==> src/rtl/seq_chk_param_if.sv <==
//------------------------------------------------------------------------------
// Module     : seq_chk_param_if
// Description: Word stream and result bundle between a source and the
//              sequence checker.
// Revision   : 1.0
//------------------------------------------------------------------------------
`default_nettype none

interface seq_chk_param_if #(
    parameter int FIELD_W = 12,
    parameter int NFIELD  = 16,
    parameter int TS_W    = 32
);
    logic [FIELD_W*NFIELD-1:0] data;
    logic                      pop;
    logic                      error;
    logic                      ts_mode;
    logic [TS_W-1:0]           now;

    logic                      chk_valid;
    logic                      chk_ok;
    logic                      locked;
    logic [31:0]               err_cnt;
    logic [31:0]               excused_cnt;
    logic [31:0]               word_cnt;
    logic [TS_W-1:0]           lat_min;
    logic [TS_W-1:0]           lat_max;
    logic [31:0]               bw_cycles;
    logic                      bw_valid;

    modport master (
        output data, pop, error, ts_mode, now,
        input  chk_valid, chk_ok, locked, err_cnt, excused_cnt, word_cnt,
               lat_min, lat_max, bw_cycles, bw_valid
    );

    modport slave (
        input  data, pop, error, ts_mode, now,
        output chk_valid, chk_ok, locked, err_cnt, excused_cnt, word_cnt,
               lat_min, lat_max, bw_cycles, bw_valid
    );
endinterface

`default_nettype wire

==> src/rtl/seq_chk_param.sv <==
//------------------------------------------------------------------------------
// Module     : seq_chk_param
// Description: Incrementing-field sequence checker with lock tracking,
//              latency extremes and bandwidth window measurement.
// Revision   : 1.0
//------------------------------------------------------------------------------
`default_nettype none

module seq_chk_param #(
    parameter int FIELD_W  = 12,
    parameter int NFIELD   = 16,
    parameter int TS_W     = 32,
    parameter int LOCK_CNT = 4,
    parameter int LOSS_CNT = 8,
    parameter int WIN      = 1000,
    parameter int LAT_CAP  = 50
) (
    input  wire logic      clk,
    input  wire logic      reset_n,
    seq_chk_param_if.slave bus
);

    localparam int c_TS_F    = (TS_W + FIELD_W - 1) / FIELD_W;
    localparam int c_AL_W    = $clog2(NFIELD);
    localparam int c_RUN_MAX = (LOCK_CNT > LOSS_CNT) ? LOCK_CNT : LOSS_CNT;
    localparam int c_RUN_W   = $clog2(c_RUN_MAX + 1);
    localparam int c_WIN_W   = $clog2(WIN + 1);

    localparam logic [c_RUN_W-1:0] c_LOCK_LAST = c_RUN_W'(LOCK_CNT - 1);
    localparam logic [c_RUN_W-1:0] c_LOSS_LAST = c_RUN_W'(LOSS_CNT - 1);
    localparam logic [c_WIN_W-1:0] c_WIN_LAST  = c_WIN_W'(WIN - 1);
    localparam logic [TS_W-1:0]    c_LAT_CAP   = TS_W'(LAT_CAP);

    localparam logic [1:0] c_ST_HUNT   = 2'd0;
    localparam logic [1:0] c_ST_SYNC   = 2'd1;
    localparam logic [1:0] c_ST_LOCKED = 2'd2;

    logic [1:0]          r_state;
    logic                r_locked;
    logic [FIELD_W-1:0]  r_base;
    logic [c_RUN_W-1:0]  r_good_run;
    logic [c_RUN_W-1:0]  r_bad_run;
    logic                r_chk_valid;
    logic                r_chk_ok;
    logic [31:0]         r_err_cnt;
    logic [31:0]         r_excused_cnt;
    logic [31:0]         r_word_cnt;
    logic [TS_W-1:0]     r_lat_min;
    logic [TS_W-1:0]     r_lat_max;
    logic                r_bw_run;
    logic [31:0]         r_cyc;
    logic [c_WIN_W-1:0]  r_win_cnt;
    logic [31:0]         r_bw_cycles;
    logic                r_bw_valid;

    logic [NFIELD-1:0]   w_fld_ok;
    logic [FIELD_W-1:0]  w_base_inc;
    logic                w_aligned;
    logic                w_good;
    logic [FIELD_W-1:0]  w_top;
    logic [TS_W-1:0]     w_lat;

    function automatic logic [31:0] sat_inc(input logic [31:0] v);
        return (&v) ? v : v + 32'd1;
    endfunction

    // Timestamp fields are exempt from the value check but not from alignment.
    generate
        for (genvar gi = 0; gi < NFIELD; gi++) begin : g_fld
            localparam logic [FIELD_W-1:0] c_OFS    = FIELD_W'(gi + 1);
            localparam bit                 c_TS_FLD = (gi < c_TS_F);
            logic w_eq;
            assign w_eq         = (bus.data[FIELD_W*gi +: FIELD_W] == (r_base + c_OFS));
            assign w_fld_ok[gi] = w_eq | (c_TS_FLD & bus.ts_mode);
        end
    endgenerate

    assign w_base_inc = r_base + FIELD_W'(1);
    assign w_aligned  = (w_base_inc[c_AL_W-1:0] == '0);
    assign w_good     = (&w_fld_ok) & w_aligned;
    assign w_top      = bus.data[FIELD_W*NFIELD-1 -: FIELD_W];
    assign w_lat      = bus.now - bus.data[TS_W-1:0];

    always_ff @(posedge clk or negedge reset_n) begin
        if (!reset_n) begin
            r_state       <= c_ST_HUNT;
            r_locked      <= 1'b0;
            r_base        <= '0;
            r_good_run    <= '0;
            r_bad_run     <= '0;
            r_chk_valid   <= 1'b0;
            r_chk_ok      <= 1'b0;
            r_err_cnt     <= '0;
            r_excused_cnt <= '0;
            r_word_cnt    <= '0;
            r_lat_min     <= '1;
            r_lat_max     <= '0;
        end else begin
            r_chk_valid <= bus.pop;
            r_chk_ok    <= 1'b0;
            if (bus.pop) begin
                r_base     <= w_top;
                r_word_cnt <= sat_inc(r_word_cnt);
                case (r_state)
                    c_ST_HUNT: begin
                        r_state    <= c_ST_SYNC;
                        r_good_run <= '0;
                        r_chk_ok   <= 1'b1;
                    end
                    c_ST_SYNC: begin
                        r_chk_ok <= 1'b1;
                        if (!w_good) begin
                            r_good_run <= '0;
                        end else if (r_good_run == c_LOCK_LAST) begin
                            r_state   <= c_ST_LOCKED;
                            r_locked  <= 1'b1;
                            r_bad_run <= '0;
                        end else begin
                            r_good_run <= r_good_run + c_RUN_W'(1);
                        end
                    end
                    c_ST_LOCKED: begin
                        r_chk_ok <= w_good | bus.error;
                        if (w_good) begin
                            r_bad_run <= '0;
                            if (bus.ts_mode) begin
                                if ((w_lat != '0) && (w_lat < r_lat_min))
                                    r_lat_min <= w_lat;
                                if ((w_lat < c_LAT_CAP) && (w_lat > r_lat_max))
                                    r_lat_max <= w_lat;
                            end
                        end else if (bus.error) begin
                            r_excused_cnt <= sat_inc(r_excused_cnt);
                        end else begin
                            r_err_cnt <= sat_inc(r_err_cnt);
                            if (r_bad_run == c_LOSS_LAST) begin
                                r_state  <= c_ST_HUNT;
                                r_locked <= 1'b0;
                            end else begin
                                r_bad_run <= r_bad_run + c_RUN_W'(1);
                            end
                        end
                    end
                    default: begin
                        r_state  <= c_ST_HUNT;
                        r_locked <= 1'b0;
                    end
                endcase
            end
        end
    end

    // Window boundary is the pop that completes a window; the first window
    // is measured from the first pop after reset.
    always_ff @(posedge clk or negedge reset_n) begin
        if (!reset_n) begin
            r_bw_run    <= 1'b0;
            r_cyc       <= '0;
            r_win_cnt   <= '0;
            r_bw_cycles <= '0;
            r_bw_valid  <= 1'b0;
        end else begin
            r_bw_valid <= 1'b0;
            if (!r_bw_run) begin
                if (bus.pop) begin
                    r_bw_run  <= 1'b1;
                    r_cyc     <= '0;
                    r_win_cnt <= c_WIN_W'(1);
                end
            end else if (bus.pop && (r_win_cnt == c_WIN_LAST)) begin
                r_bw_cycles <= sat_inc(r_cyc);
                r_bw_valid  <= 1'b1;
                r_cyc       <= '0;
                r_win_cnt   <= '0;
            end else begin
                r_cyc <= sat_inc(r_cyc);
                if (bus.pop)
                    r_win_cnt <= r_win_cnt + c_WIN_W'(1);
            end
        end
    end

    assign bus.chk_valid   = r_chk_valid;
    assign bus.chk_ok      = r_chk_ok;
    assign bus.locked      = r_locked;
    assign bus.err_cnt     = r_err_cnt;
    assign bus.excused_cnt = r_excused_cnt;
    assign bus.word_cnt    = r_word_cnt;
    assign bus.lat_min     = r_lat_min;
    assign bus.lat_max     = r_lat_max;
    assign bus.bw_cycles   = r_bw_cycles;
    assign bus.bw_valid    = r_bw_valid;

endmodule

`default_nettype wire
==> src/flat_wrapper.sv <==
// flat-port wrapper written by rule: the top's interface ports become plain ports
module seq_chk_param_flat 
#(
    parameter int FIELD_W  = 12,
    parameter int NFIELD   = 16,
    parameter int TS_W     = 32,
    parameter int LOCK_CNT = 4,
    parameter int LOSS_CNT = 8,
    parameter int WIN      = 1000,
    parameter int LAT_CAP  = 50
)
  (clk, reset_n, bus_data, bus_pop, bus_error, bus_ts_mode, bus_now, bus_chk_valid, bus_chk_ok, bus_locked, bus_err_cnt, bus_excused_cnt, bus_word_cnt, bus_lat_min, bus_lat_max, bus_bw_cycles, bus_bw_valid);
  seq_chk_param_if #(.FIELD_W(FIELD_W), .NFIELD(NFIELD), .TS_W(TS_W)) bus_i ();
  input  wire logic clk;
  input  wire logic reset_n;
  input wire logic [$bits(bus_i.data)-1:0] bus_data;
  input wire logic [$bits(bus_i.pop)-1:0] bus_pop;
  input wire logic [$bits(bus_i.error)-1:0] bus_error;
  input wire logic [$bits(bus_i.ts_mode)-1:0] bus_ts_mode;
  input wire logic [$bits(bus_i.now)-1:0] bus_now;
  output wire logic [$bits(bus_i.chk_valid)-1:0] bus_chk_valid;
  output wire logic [$bits(bus_i.chk_ok)-1:0] bus_chk_ok;
  output wire logic [$bits(bus_i.locked)-1:0] bus_locked;
  output wire logic [$bits(bus_i.err_cnt)-1:0] bus_err_cnt;
  output wire logic [$bits(bus_i.excused_cnt)-1:0] bus_excused_cnt;
  output wire logic [$bits(bus_i.word_cnt)-1:0] bus_word_cnt;
  output wire logic [$bits(bus_i.lat_min)-1:0] bus_lat_min;
  output wire logic [$bits(bus_i.lat_max)-1:0] bus_lat_max;
  output wire logic [$bits(bus_i.bw_cycles)-1:0] bus_bw_cycles;
  output wire logic [$bits(bus_i.bw_valid)-1:0] bus_bw_valid;
  assign bus_i.data = bus_data;
  assign bus_i.pop = bus_pop;
  assign bus_i.error = bus_error;
  assign bus_i.ts_mode = bus_ts_mode;
  assign bus_i.now = bus_now;
  assign bus_chk_valid = bus_i.chk_valid;
  assign bus_chk_ok = bus_i.chk_ok;
  assign bus_locked = bus_i.locked;
  assign bus_err_cnt = bus_i.err_cnt;
  assign bus_excused_cnt = bus_i.excused_cnt;
  assign bus_word_cnt = bus_i.word_cnt;
  assign bus_lat_min = bus_i.lat_min;
  assign bus_lat_max = bus_i.lat_max;
  assign bus_bw_cycles = bus_i.bw_cycles;
  assign bus_bw_valid = bus_i.bw_valid;
  seq_chk_param #(.FIELD_W(FIELD_W), .NFIELD(NFIELD), .TS_W(TS_W), .LOCK_CNT(LOCK_CNT), .LOSS_CNT(LOSS_CNT), .WIN(WIN), .LAT_CAP(LAT_CAP)) u_core (.clk(clk), .reset_n(reset_n), .bus(bus_i));
endmodule
==> config.mk <==
export PLATFORM = sky130hd
export DESIGN_NAME = seq_chk_param_flat
export DESIGN_NICKNAME = d
export VERILOG_FILES = /design/src/rtl/seq_chk_param_if.sv /design/src/rtl/seq_chk_param.sv /design/src/flat_wrapper.sv
export SDC_FILE = /design/constraint.sdc
export NUM_CORES = 1
export LEC_CHECK = 0
export ABC_AREA = 1
export CAP_MARGIN = 20
export CORE_ASPECT_RATIO = 0.9
export CORE_MARGIN = 1
export CORE_UTILIZATION = 30
export DETAILED_ROUTE_END_ITERATION = 8
export REMOVE_ABC_BUFFERS = 1
export SLEW_MARGIN = 15
export SYNTH_ARGS = -nofsm -noshare
export SYNTH_HDL_FRONTEND = slang
export SYNTH_SLANG_ARGS = --single-unit
==> constraint.sdc <==
create_clock -name clk -period 4 [get_ports clk]
set_input_delay 0.4 -clock clk [delete_from_list [all_inputs] [get_ports clk]]
set_output_delay 0.4 -clock clk [all_outputs]
set_load 0.05 [all_outputs]
=== Word-level counts from Yosys, hierarchy flattened ===
Cells that the tools add are included.

* $add $sub $neg: 24
* $lt $le $gt $ge: 3
* Eq/ne operators: 29
* Muxes and demuxes: 35
* Bitwise logic cells: 11
* Reduce and logical (&&, ||, !) cells: 27

{| class="wikitable"
|+ Operator list
! cell !! number
|-
| 12-bit equality test || 16
|-
| 32-bit by 1-bit adder with 32-bit output (second input constant) || 4
|-
| 32-bit 2-to-1 mux || 4
|-
| 32-bit AND reduction || 4
|-
| 12-bit by 4-bit adder with 12-bit output (second input constant) || 8
|-
| 12-bit by 3-bit adder with 12-bit output (second input constant) || 4
|-
| 10-bit 2-to-1 mux || 4
|-
| 32-bit > comparator || 1
|-
| 32-bit less-than comparator || 1
|-
| 32-bit by 6-bit less-than comparator with 1-bit output (second input constant) || 1
|-
| 32-bit nonzero test || 1
|-
| 32-bit subtractor || 1
|-
| 4-bit 2-to-1 mux || 7
|-
| 12-bit by 2-bit adder with 12-bit output (second input constant) || 2
|-
| 5-bit AND reduction || 4
|-
| 4-bit one-hot mux with 2 select lines || 2
|-
| 16-bit AND reduction || 1
|-
| 12-bit by 1-bit adder with 12-bit output (second input constant) || 1
|-
| 12-bit by 5-bit adder with 12-bit output (second input constant) || 1
|-
| 6-bit AND reduction || 2
|-
| 10-bit by 1-bit adder with 10-bit output (second input constant) || 1
|-
| 10-bit equality test (second input constant) || 1
|-
| 1-bit 2-to-1 mux || 10
|-
| 2-bit 2-to-1 mux || 5
|-
| 23 further kinds || 43
|}

* Register bits after elaboration: 261
* Logic and storage cells: 146

=== Depth between registers and ports, before layout ===
* Depth after elaboration: 8
* Depth in mapped cells: 28
* Depth with buffers taken out: 27

=== Worst setup path after synthesis ===
OpenSTA, ideal clock, no wires.

* Path type: input-to-reg
* Start: input port bus_now[0]
* End: register u_core.r_lat_max[22] (netlist: u_core.bus.lat_max[22])
* Setup time: 0.116 ns
* Arrival time: 3.581 ns
* Path slack: 0.303 ns
* Stages on the path: 21
* Buffers on the path: 1
* Path through: inv_1 -> ha_1 -> inv_1 -> fa_1 -> nand3_1 -> nand3_1 -> a21oi_1 -> xor2_1 -> inv_1 -> ha_1 -> nand2_1 -> or4_1 -> nand2b_1 -> o211a_1 -> nor2_1 -> nor2_1 -> nand2_1 -> nand4_1 -> clkbuf_1 -> nand2_1 -> inv_1

* Word-level cells in the longest chain between the ends: 4
* Elaborated cells on any way between the ends: 5
* Those cells by class: add/sub (1); order compare (2); reduce/logical (2)

{| class="wikitable"
|+ RTL lines
! element !! RTL line !! source
|-
| start: declaration || flat_wrapper.sv:20 || <nowiki>input wire logic [$bits(bus_i.now)-1:0] bus_now;</nowiki>
|-
| 32-bit subtractor * || seq_chk_param.sv:82 || <nowiki>assign w_lat = bus.now - bus.data[TS_W-1:0];</nowiki>
|-
| via u_core.w_lat[12] || seq_chk_param.sv:61 || <nowiki>logic [TS_W-1:0] w_lat;</nowiki>
|-
| 32-bit by 6-bit less-than comparator with 1-bit output or 32-bit > comparator (tied branches) || seq_chk_param.sv:129 || <nowiki>if ((w_lat < c_LAT_CAP) && (w_lat > r_lat_max))</nowiki>
|-
| 1-bit logical AND * || seq_chk_param.sv:129 ||
|-
| 5-bit AND reduction (no line) * || n/a ||
|-
| end signal: assignment || seq_chk_param.sv:130 || <nowiki>r_lat_max <= w_lat;</nowiki>
|-
| end: declaration || seq_chk_param.sv:49 || <nowiki>logic [TS_W-1:0] r_lat_max;</nowiki>
|}

Mark *: on every way through the listed nets, which the timed path passes. The rest lies on a longest branch.
A chain may end at the register's enable or synchronous reset.

=== Worst setup path after layout ===
* Start: register u_core.r_base[4]
* End: register u_core.r_lat_max[16] (netlist: u_core.bus.lat_max[16])

* Word-level cells in the longest chain between the ends: 6
* Elaborated cells on any way between the ends: 38
* Those cells by class: add/sub (16); eq/ne (16); bitwise (4); reduce/logical (2)

{| class="wikitable"
|+ RTL lines
! element !! RTL line !! source
|-
| start: declaration || seq_chk_param.sv:40 || <nowiki>logic [FIELD_W-1:0] r_base;</nowiki>
|-
| start signal: assignment || seq_chk_param.sv:102 || <nowiki>r_base <= w_top;</nowiki>
|-
| 12-bit by 1-bit adder with 12-bit output or 12-bit by 2-bit adder with 12-bit output (tied branches) || n/a ||
|-
| 12-bit equality test || seq_chk_param.sv:73 || <nowiki>assign w_eq = (bus.data[FIELD_W*gi +: FIELD_W] == (r_base + c_OFS));</nowiki>
|-
| 1-bit bitwise OR || seq_chk_param.sv:74 || <nowiki>assign w_fld_ok[gi] = w_eq | (c_TS_FLD & bus.ts_mode);</nowiki>
|-
| 16-bit AND reduction * || seq_chk_param.sv:80 || <nowiki>assign w_good = (&w_fld_ok) & w_aligned;</nowiki>
|-
| 1-bit AND * || seq_chk_param.sv:80 ||
|-
| 5-bit AND reduction (no line) * || n/a ||
|}

Mark *: on every way between the ends. The rest lies on a longest branch, timed or not.

==> load_flow_metrics.sql <==
INSERT INTO impl_metrics (metric_group, metric, value, unit) VALUES
('min_path', 'hold_path.startpoint', 'bus_pop', ''),
('power_and_ir_drop', 'vdd_ir_drop_max', '0.264', 'mV'),
('global_route', 'grt_start_max_net_pins', '90', ''),
('cells_and_area', 'final_core_util', '42.6', '%'),
('global_route', 'number_of_global_route_vias_before_repair', '28500', ''),
('cts', 'clk_latency', '0.55', 'ns'),
('timing', 'post-route-worst-setup-slack', '0.0605', 'ns'),
('yosys', 'yosys_warnings', '0', ''),
('global_route', 'overflow', '0', ''),
('yosys', 'netlist-cell-type-count', '58', ''),
('floorplanning', 'io_pins', '425', ''),
('setup_path', 'endpoint_kind', 'flip-flop', ''),
('setup_path', 'worst_ep_required_time', '4.44', 'ns'),
('floorplanning', 'core-area', '0.0845', 'sq mm'),
('cells_and_area', 'area_delta_synth_final', '40.3', '%'),
('floorplanning', 'die_height', '279', 'microns'),
('setup_path', 'worst-path-buf-inv', '6', ''),
('setup_path', 'crit_start', 'u_core.r_base[4]', ''),
('timing', 'hold_slack', '0.209', 'ns'),
('floorplanning', 'floorplan.initialDensity', '30.3', '%'),
('routing', 'total_wirelength_of_the_detailed_routed_design', '120000', 'microns'),
('routing', 'detail_route.first_pass.iterations', '8', ''),
('timing', 'setup_skew_after_layout', '0.0147', 'ns'),
('yosys', 'synth_ff_type', 'sky130_fd_sc_hd__dfrtp_1', ''),
('min_path', 'hold_depth', '1', ''),
('global_route', 'antenna_found_initial', '15', ''),
('timing', 'worstMarginPinSlew', '0.851', 'ns'),
('routing', 'drt_first_iter_violations', '2791', ''),
('yosys', 'post_synth_inst_count', '4243', ''),
('setup_path', 'worst-endpoint-arrival', '4.38', 'ns'),
('setup_path', 'reg2reg_depth', '22', ''),
('power_and_ir_drop', 'finalPower', '11000', 'uW'),
('placement', 'final_weighted_congestion_of_routability_driven_global_placement', '1.05', ''),
('job', 'max_cap_viol_count', '0', ''),
('yosys', 'syn-cell-area', '0.0256', 'sq mm'),
('routing', 'drc_violations_left', '0', ''),
('setup_path', 'critPathMaxStageDelay', '0.45', 'ns'),
('routing', 'vias_per_cell', '4.93', ''),
('setup_path', 'worst_path_most_repeated_cell', 'sky130_fd_sc_hd__nand2_1', ''),
('placement', 'hpwl_after_detailed_placement', '99300', 'microns'),
('routing', 'dr_total_vias', '30600', ''),
('floorplanning', 'rows', '101', ''),
('yosys', 'postSynthRegisterBits', '261', ''),
('global_route', 'first_pass_grt_wire_length', '176000', 'microns'),
('status', 'outcome', 'complete, no violations', ''),
('cts', 'cts.root.buffer_cell', 'sky130_fd_sc_hd__clkbuf_16', ''),
('timing', 'period_needed', '3.94', 'ns'),
('setup_path', 'worstSetupStartpointType', 'flip-flop', ''),
('setup_path', 'path_max_fanout', '16', ''),
('cts', 'clk_transition_reported_paths', '0.06', 'ns'),
('setup_path', 'critical_path.reg2reg.endpoint', 'u_core.bus.lat_max[16]', ''),
('power_and_ir_drop', 'power_density', '305', 'mW/mm^2'),
('cells_and_area', 'layout-drive-gt1-share', '13.1', '%'),
('yosys', 'synth_enable_flop_cells', '0', ''),
('yosys', 'postSynthAreaPerCell', '6.04', 'sq um'),
('power_and_ir_drop', 'leakagePower', '0.0188', 'uW'),
('cells_and_area', 'post_layout_nets', '5394', ''),
('timing', 'fmax', '254', 'MHz'),
('yosys', 'synthArstFlopShare', '100', '%'),
('placement', 'dpl_worst_slack', '-0.656', 'ns'),
('cts', 'clock-sinks', '261', ''),
('routing', 'post_drt_wl_per_cell', '19.4', 'microns'),
('placement', 'port_buffers', '424', ''),
('setup_path', 'timing.critical_path.max_delay_family', 'simple AND/OR/NAND/NOR gates', ''),
('setup_path', 'critPathSlowestCell', 'sky130_fd_sc_hd__dfrtp_1', ''),
('cts', 'tritoncts', 'yes', ''),
('global_route', 'grt_usage', '26.8', '%'),
('setup_path', 'regToRegStartpoint', 'u_core.r_base[4]', ''),
('floorplanning', 'die_area', '0.0866', 'sq mm'),
('timing', 'final_min_period_over_clock_period', '98.5', '%'),
('setup_path', 'reg2reg_slack', '0.06', 'ns');
-- timing repair --
| item | in CTS | in global routing |
|---|---|---|
| buffers inserted | 0 | 6 |
| hold buffers | 1 | 0 |
| pin swaps | 0 | 17 |
| resized for setup | 5 | 126 |
| endpoints found under the hold margin | 50 | 0 |
| cloned | 0 | 1 |
| setup endpoints to repair | 61 | 123 |
-- per-stage QoR --
stage                     cell area, sq um  TNS (ns)  std cells
after floorplan                      25100    -30.48       4145
after global placement               34300    -34.68       6133
after detailed placement             34300    -38.51       6133
after CTS                            35400         0       6193
after global routing                 36000    -0.523       6201
final                                36000         0       6202
-- sequential cells by signal, summed over array words and instances, names as in the netlist, 2 cells and up --
signal and count:
u_core.bus.err_cnt 32, u_core.r_cyc 32, u_core.r_base 12, u_core.bus.lat_max 32, u_core.bus.excused_cnt 32, u_core.r_good_run 4
u_core.bus.word_cnt 32, u_core.r_win_cnt 10, u_core.bus.lat_min 32, u_core.r_bad_run 4, u_core.r_state 2, u_core.bus.bw_cycles 32
-- cells in the mapped netlist (9+ instances only) --
cell type / n / area share (%)
sky130_fd_sc_hd__a21o_1: 11 / 0.32
sky130_fd_sc_hd__nor3_1: 77 / 1.5
sky130_fd_sc_hd__clkbuf_1: 26 / 0.38
sky130_fd_sc_hd__buf_4: 13 / 0.38
sky130_fd_sc_hd__nand4_1: 148 / 3.6
sky130_fd_sc_hd__nand3_1: 358 / 7.0
sky130_fd_sc_hd__clkinv_1: 9 / 0.13
sky130_fd_sc_hd__nor2_1: 423 / 6.2
sky130_fd_sc_hd__nand3b_1: 41 / 1.2
sky130_fd_sc_hd__xor2_1: 140 / 4.8
sky130_fd_sc_hd__buf_2: 48 / 0.94
sky130_fd_sc_hd__o22ai_1: 19 / 0.46
sky130_fd_sc_hd__xnor2_1: 57 / 1.9
sky130_fd_sc_hd__nor4_1: 31 / 0.76
sky130_fd_sc_hd__dfrtp_1: 229 / 22
sky130_fd_sc_hd__dfstp_2: 32 / 3.3
sky130_fd_sc_hd__a21oi_1: 80 / 1.6
sky130_fd_sc_hd__and3_1: 10 / 0.24
sky130_fd_sc_hd__o21ai_1: 11 / 0.21
sky130_fd_sc_hd__ha_1: 120 / 5.9
sky130_fd_sc_hd__nand2_1: 1531 / 22
sky130_fd_sc_hd__o21ai_0: 100 / 2.0
sky130_fd_sc_hd__inv_1: 625 / 9.1
-- layout make-up --
class / count / area [sq um]
fillers: 8905 / 48600
flip-flops and latches: 261 / 6570
diodes: 2 / 5.00
repair buffers: 863 / 7830
multi-input cells: 3244 / 16600
clock inverters: 13 / 149
clock buffers: 46 / 946
inverters: 640 / 2400
well taps: 1133 / 1420
-- how the worst max path moves through the flow --
stage                              to  slack [ns]  cells after the start
2_1_floorplan   u_core.bus.lat_min[0]       -0.74                     21
3_3_place_gp   u_core.bus.lat_min[30]       -0.60                     20
3_5_place_dp   u_core.bus.lat_min[10]       -0.66                     22
4_1_cts         u_core.bus.lat_min[5]        0.01                     24
5_1_grt         u_core.bus.lat_max[0]       -0.03                     25
6_report       u_core.bus.lat_max[16]        0.06                     22
-- where the power goes --
part	total (uW)	switching, uW	internal [uW]	leakage (uW)
logic	4850	3000	1850	0.0150
registers	3090	226	2860	0.00334
clock network	3040	1300	1740	0.000527
total	11000	4530	6460	0.0188
-- logic make-up (layout without fill, tap and decap cells) --
group                    count (synthesis)  after routing  share of synthesized area [%]
flip-flops                             261            261                           25.6
AND/OR/NAND/NOR                       2667           2667                           44.4
XOR/XNOR                               201            201                           7.08
other                                    0              2                              0
buffers and inverters                  738           1562                           11.4
multiplexers                             1              1                         0.0390
AO/OA/AOI/OAI                          254            254                           5.48
adder cells (fa/ha/maj)                121            121                           5.93
-- per-layer routing --
layer | vias up | routed length (microns) | GRT usage [%]
met5 | - | 141 | 0
met4 | 22 | 3970 | 8.12
met3 | 207 | 11500 | 5.92
met2 | 1220 | 51200 | 40.9
met1 | 14100 | 53700 | 37.5
li1 | 15000 | - | -
No activity file was read; power rests on OpenSTA's default activity.
